**config.mk**
```make
export PLATFORM = sky130hd
export DESIGN_NAME = bit_unpack_stream
export DESIGN_NICKNAME = d
export VERILOG_FILES = /design/src/rtl/bit_unpack_stream.sv
export SDC_FILE = /design/constraint.sdc
export NUM_CORES = 1
export LEC_CHECK = 0
export BUFFER_PORTS_ARGS = -buffer_cell sky130_fd_sc_hd__buf_2
export CORE_MARGIN = 2
export CORE_UTILIZATION = 50
export DETAILED_ROUTE_END_ITERATION = 8
export PLACE_DENSITY = 0.69
export SLEW_MARGIN = 30
export SYNTH_ARGS = -nofsm -noshare
export SYNTH_HDL_FRONTEND = slang
export SYNTH_SLANG_ARGS = --single-unit
export TNS_END_PERCENT = 50
```
**constraint.sdc**
```tcl
create_clock -name clk -period 6.14 [get_ports clk]
set_input_delay 0.307 -clock clk [delete_from_list [all_inputs] [get_ports clk]]
set_output_delay 0.307 -clock clk [all_outputs]
set_load 0.01 [all_outputs]
```
**src/rtl/bit_unpack_stream.sv**
```systemverilog
// bit_unpack_stream: unpacks LSB-first IN_W-bit words into 1..MAX_BW-bit values, zero/sign-extended to OUT_W, framed by start/last/done
module bit_unpack_stream #(
  parameter int IN_W = 16,
  parameter int OUT_W = 16,
  parameter int MAX_BW = 16,
  parameter int CNT_W = 32
) (
  input  logic                         clk,
  input  logic                         rst,
  input  logic [$clog2(MAX_BW+1)-1:0]  cfg_bitwidth,
  input  logic                         cfg_signed,
  input  logic [CNT_W-1:0]             cfg_count,
  input  logic                         start,
  input  logic                         rcv_valid,
  input  logic [IN_W-1:0]              rcv_data,
  output logic                         rcv_ready,
  output logic                         trm_valid,
  output logic [OUT_W-1:0]             trm_data,
  output logic                         trm_last,
  input  logic                         trm_ready,
  output logic                         busy,
  output logic                         done
);
  localparam int BW_W = $clog2(MAX_BW+1);
  localparam int FW = $clog2(2*IN_W+1);
  localparam int LG = $clog2(IN_W);
  localparam int PW = CNT_W + BW_W;
  localparam logic [BW_W-1:0] MAX_BW_L = BW_W'(MAX_BW);
  localparam logic [FW-1:0] IN_W_L = FW'(IN_W);
  typedef enum logic [1:0] {IDLE, RUN, DONE} state_t;
  state_t state, state_nxt;
  logic [BW_W-1:0] bw, bw_in;
  logic sgn;
  logic [CNT_W-1:0] values_left, words_left, words_in;
  logic [PW-1:0] bits_in;
  logic [2*IN_W-1:0] sreg, sreg_nxt;
  logic [FW-1:0] fill, fill_nxt, base;
  logic [MAX_BW-1:0] mask, raw;
  logic acc, emit, last_hs;
  always_comb begin
    bw_in = (cfg_bitwidth == '0 || cfg_bitwidth > MAX_BW_L) ? MAX_BW_L : cfg_bitwidth;
    bits_in = PW'(cfg_count) * PW'(bw_in);
    words_in = CNT_W'(bits_in >> LG) + CNT_W'(|bits_in[LG-1:0]);
    rcv_ready = state == RUN && words_left != '0 && fill <= IN_W_L;
    trm_valid = state == RUN && values_left != '0 && fill >= FW'(bw);
    trm_last = trm_valid && values_left == CNT_W'(1);
    busy = state == RUN;
    done = state == DONE;
    acc = rcv_valid && rcv_ready;
    emit = trm_valid && trm_ready;
    last_hs = emit && values_left == CNT_W'(1);
    mask = ~({MAX_BW{1'b1}} << bw);
    raw = sreg[MAX_BW-1:0] & mask;
    // mask & ~(mask >> 1) isolates the value's top bit without indexing by bw-1
    trm_data = OUT_W'(raw) | ((sgn && |(raw & ~(mask >> 1))) ? {OUT_W{1'b1}} << bw : '0);
    base = emit ? fill - FW'(bw) : fill;
    fill_nxt = base + (acc ? IN_W_L : '0);
    sreg_nxt = (emit ? sreg >> bw : sreg) | (acc ? {{IN_W{1'b0}}, rcv_data} << base : '0);
    state_nxt = state == IDLE ? (start ? (cfg_count == '0 ? DONE : RUN) : IDLE)
              : state == RUN ? (last_hs ? DONE : RUN) : IDLE;
  end
  always_ff @(posedge clk or posedge rst)
    if (rst) state <= IDLE;
    else state <= state_nxt;
  always_ff @(posedge clk or posedge rst)
    if (rst) begin
      bw <= '0;
      sgn <= 1'b0;
      values_left <= '0;
      words_left <= '0;
      sreg <= '0;
      fill <= '0;
    end else if (state == IDLE) begin
      if (start) begin
        bw <= bw_in;
        sgn <= cfg_signed;
        values_left <= cfg_count;
        words_left <= words_in;
        sreg <= '0;
        fill <= '0;
      end
    end else if (state == RUN) begin
      values_left <= values_left - CNT_W'(emit);
      words_left <= words_left - CNT_W'(acc);
      sreg <= last_hs ? '0 : sreg_nxt;
      fill <= last_hs ? '0 : fill_nxt;
    end
endmodule

```
==> results.sh <==
export IMPL_design_core_area_mm2=0.0296
export IMPL_final_period_utilization_pct=97.2
export IMPL_path_cells="buf_2, or4_4, ha_4, nor2b_4, and2_4, fa_1, fa_1, inv_1, fa_1, inv_1, ha_4, o211ai_1, o211ai_1, a211oi_2, a21oi_2, o32a_1, a221o_1, xnor2_1, or2_2, or4b_4, xor2_1, o21ai_1"
export IMPL_violations="hold timing"
export IMPL_p_leak_nw=7.77
export IMPL_path_clk_slew_ps=90
export IMPL_die_area_mm2=0.0314
export IMPL_ioPinCount=80
export IMPL_skew_ps=18.5
export IMPL_grt_max_degree=67
export IMPL_avgRoutedWirePerCell_um=19.0
export IMPL_layout_common_cells="245 x nand2_1, 151 x buf_4, 150 x nor2_1"
export IMPL_die_y_um=177
export IMPL_slew_headroom_pct=42.7
export IMPL_clockRootBuffer="clkbuf_16"
export IMPL_final_cell_count_no_fill=2472
export IMPL_row_count=63
export IMPL_finalSetupTns_ps=0
export IMPL_htree_levels=3
export IMPL_crit_type="input port to flop"
export IMPL_drtAntennaViolNets=0
export IMPL_cts_tree="done"
export IMPL_cp_max_fo=5
export IMPL_synth_distinct_cells=88
export IMPL_pwr_density_cell_mw_per_mm2=394
export IMPL_die_w_um=177
export IMPL_final_layout_size_suffix_gt1_share_pct=17.3
export IMPL_critical_path_most_common_cell="fa_1"
export IMPL_nNetsFinal=2284
export IMPL_startpoint="cfg_bitwidth[2]"
export IMPL_synth_avg_cell_area_um2=7.72
export IMPL_drv_slew=0
export IMPL_placed_cell_area_mm2=0.0167
export IMPL_totalWireLength_mm=47.0
export IMPL_setup_viol=0
export IMPL_crit_buf_inv=3
export IMPL_diodes=0
export IMPL_antenna_found_initial=0
export IMPL_critPathArrivalTime_ps=6220
export IMPL_async_flop_share_pct=100
export IMPL_design_area_mm2=0.0172
export IMPL_cap_violations=0
export IMPL_outcome="finished with violations"
export IMPL_min_period_ps=5970
export IMPL_hp_class="input port to async pin"
export IMPL_start_kind="input port"
export IMPL_cts_buffer_depth=2
export IMPL_synth_ff_type="dfrtp_1"
export IMPL_clkLatencyLatePin_ps=380
export IMPL_hold_buffers=0
export IMPL_vdd_drop_max_v=0.000222
export IMPL_synth_nets=2154
export IMPL_seq_area_frac_synth_pct=18.3
export IMPL_grt_overflow_total=0
export IMPL_grt_pass1_wl_mm=77.1
export IMPL_drc=0
export IMPL_synth_cells=1947
export IMPL_hpwlAfterDp_mm=36.0
export IMPL_place_inst=2455
export IMPL_cp_slowest_cell="fa_1"
export IMPL_fill_cells=2805
export IMPL_max_freq_mhz=168
export IMPL_area_growth_pct=14.3
export IMPL_endpoint_kind="flop"
export IMPL_grt_pass1_vias=14600
export IMPL_critPathMaxStageDelay_ps=560
export IMPL_drt_iter0_drc=1760
export IMPL_cts_sinks=110
export IMPL_via_count=15300
export IMPL_vias_per_cell=6.19
export IMPL_holdWs_ps=-7.50
export IMPL_hold_viol_final=8
export IMPL_cp_required_ps=6390
export IMPL_synthesis_area_mm2=0.0150
export IMPL_gp_congestion=0.961
export IMPL_dr_pass1_iters=6
export IMPL_ys_seq_elements=110
export IMPL_tightest_slew_ps=851
export IMPL_synth_edf_count=0
export IMPL_cts_inserted_buffers=9
export IMPL_layout_commonest_cell="nand2_1"
export IMPL_synth_warnings=0
export IMPL_critical_path_top_delay_family="adder cells"
export IMPL_grt_util_all_layers_pct=30.6
export IMPL_rsz0062_at_grt="yes"
export IMPL_port_buffers=79
export IMPL_start_util_pct=50.7
export IMPL_worstReg2RegStart="bw[4]"
-- registers in the layout, indices dropped and copies added (netlist names) --
name	count
values_left	32
state	2
bw	5
fill	6
words_left	32
sreg	32
sgn	1
-- worst register-to-register path: stages, from the launching register on --
cell and delay [ps]:
dfrtp_1 330, buf_4 350, inv_1 410, ha_1 480
and3_1 160, a311oi_1 80, a21oi_1 350, o211ai_2 170
inv_2 110, ha_1 220, ha_1 210, nand2_1 190
nor2_1 140, nand2_1 200, or4_1 540, nor3_1 190
nand2_1 140, nor3_1 280, a21oi_1 100, nor2_1 110
o22a_1 140
-- cell type report --
class                   count  area, µm²  area share [%]
multi-input cells        1578      11500            67.1
well taps                 390        488            2.84
clock inverters             7       86.3           0.503
repair buffers            231       1540            8.97
inverters                 147        554            3.23
flip-flops and latches    110       2750            16.0
clock buffers               9        225            1.31
-- Yosys cell counts (all sizes together), types with 27 or more instances --
library cell	instances	share of area [%]
dfrtp	110	18
mux2	34	2.6
xnor2	42	2.4
nor3	40	1.3
and2	98	4.1
nor2b	41	1.7
clkbuf	89	2.2
mux2i	68	4.7
nor2	152	3.8
o21ai	140	4.7
nand2	246	6.1
a21oi	149	5.0
inv	146	3.6
ha	58	4.8
fa	90	12
nor4	27	1.1
nand3	52	1.7
a22oi	27	1.3
-- report_power, final --
group	internal (mW)	leakage, nW	switching, mW	total [mW]
clock	0.295	0.144	0.332	0.626
sequential	1.02	1.33	0.375	1.40
combinational	1.94	6.29	2.81	4.75
-- layer usage --
| metal | up-vias | wire length [µm] | global-route usage (%) |
|---|---|---|---|
| met4 | 0 | 1210 | 8.16 |
| li1 | 7121 | - | - |
| met3 | 84 | 3910 | 5.06 |
| met2 | 652 | 21100 | 47.6 |
| met5 | - | 0 | 0 |
| met1 | 7451 | 20700 | 44.1 |
-- path summary, 6_finish.rpt --
kind / to / slack, ps / depth (start not counted)
max reg2reg: values_left[30] / 1180 / 20
max in group asynchronous: fill[2] / 5080 / 3
min reg2reg: values_left[6] / 500 / 2
min in group clk: sgn / 120 / 3
min: values_left[3] / -8 / 2
max: words_left[29] / 170 / 22
-- logic make-up after synthesis --
kind of cell	count (synthesis)	share of synthesized area, %
buffers and inverters	259	6.74
AOI/OAI and AO/OA	510	21.3
adders and majority gates	148	16.8
and+or+nand+nor	743	23.9
muxes	115	9.24
xor gates and xnor gates	62	3.61
DFF	110	18.3
-- stage by stage --
step	hold slack, ps	worst slack, ps	total power, mW	util, %
after floorplan	412	45.1	4.53	-
after detailed placement	425	-395	5.96	56.4
after CTS	21.8	29.8	6.61	57.4
after global placement	430	-354	5.88	56.4
final	-7.50	170	6.77	57.9
after global routing	44.6	-116	7.28	57.9
-- what timing repair did --
item	4_1_cts	5_1_grt
gates resized for setup	1	28
setup endpoints to repair	1	12
setup buffers	0	1
pin swaps	0	8
Note: power is estimated with default switching activity, not from simulation.
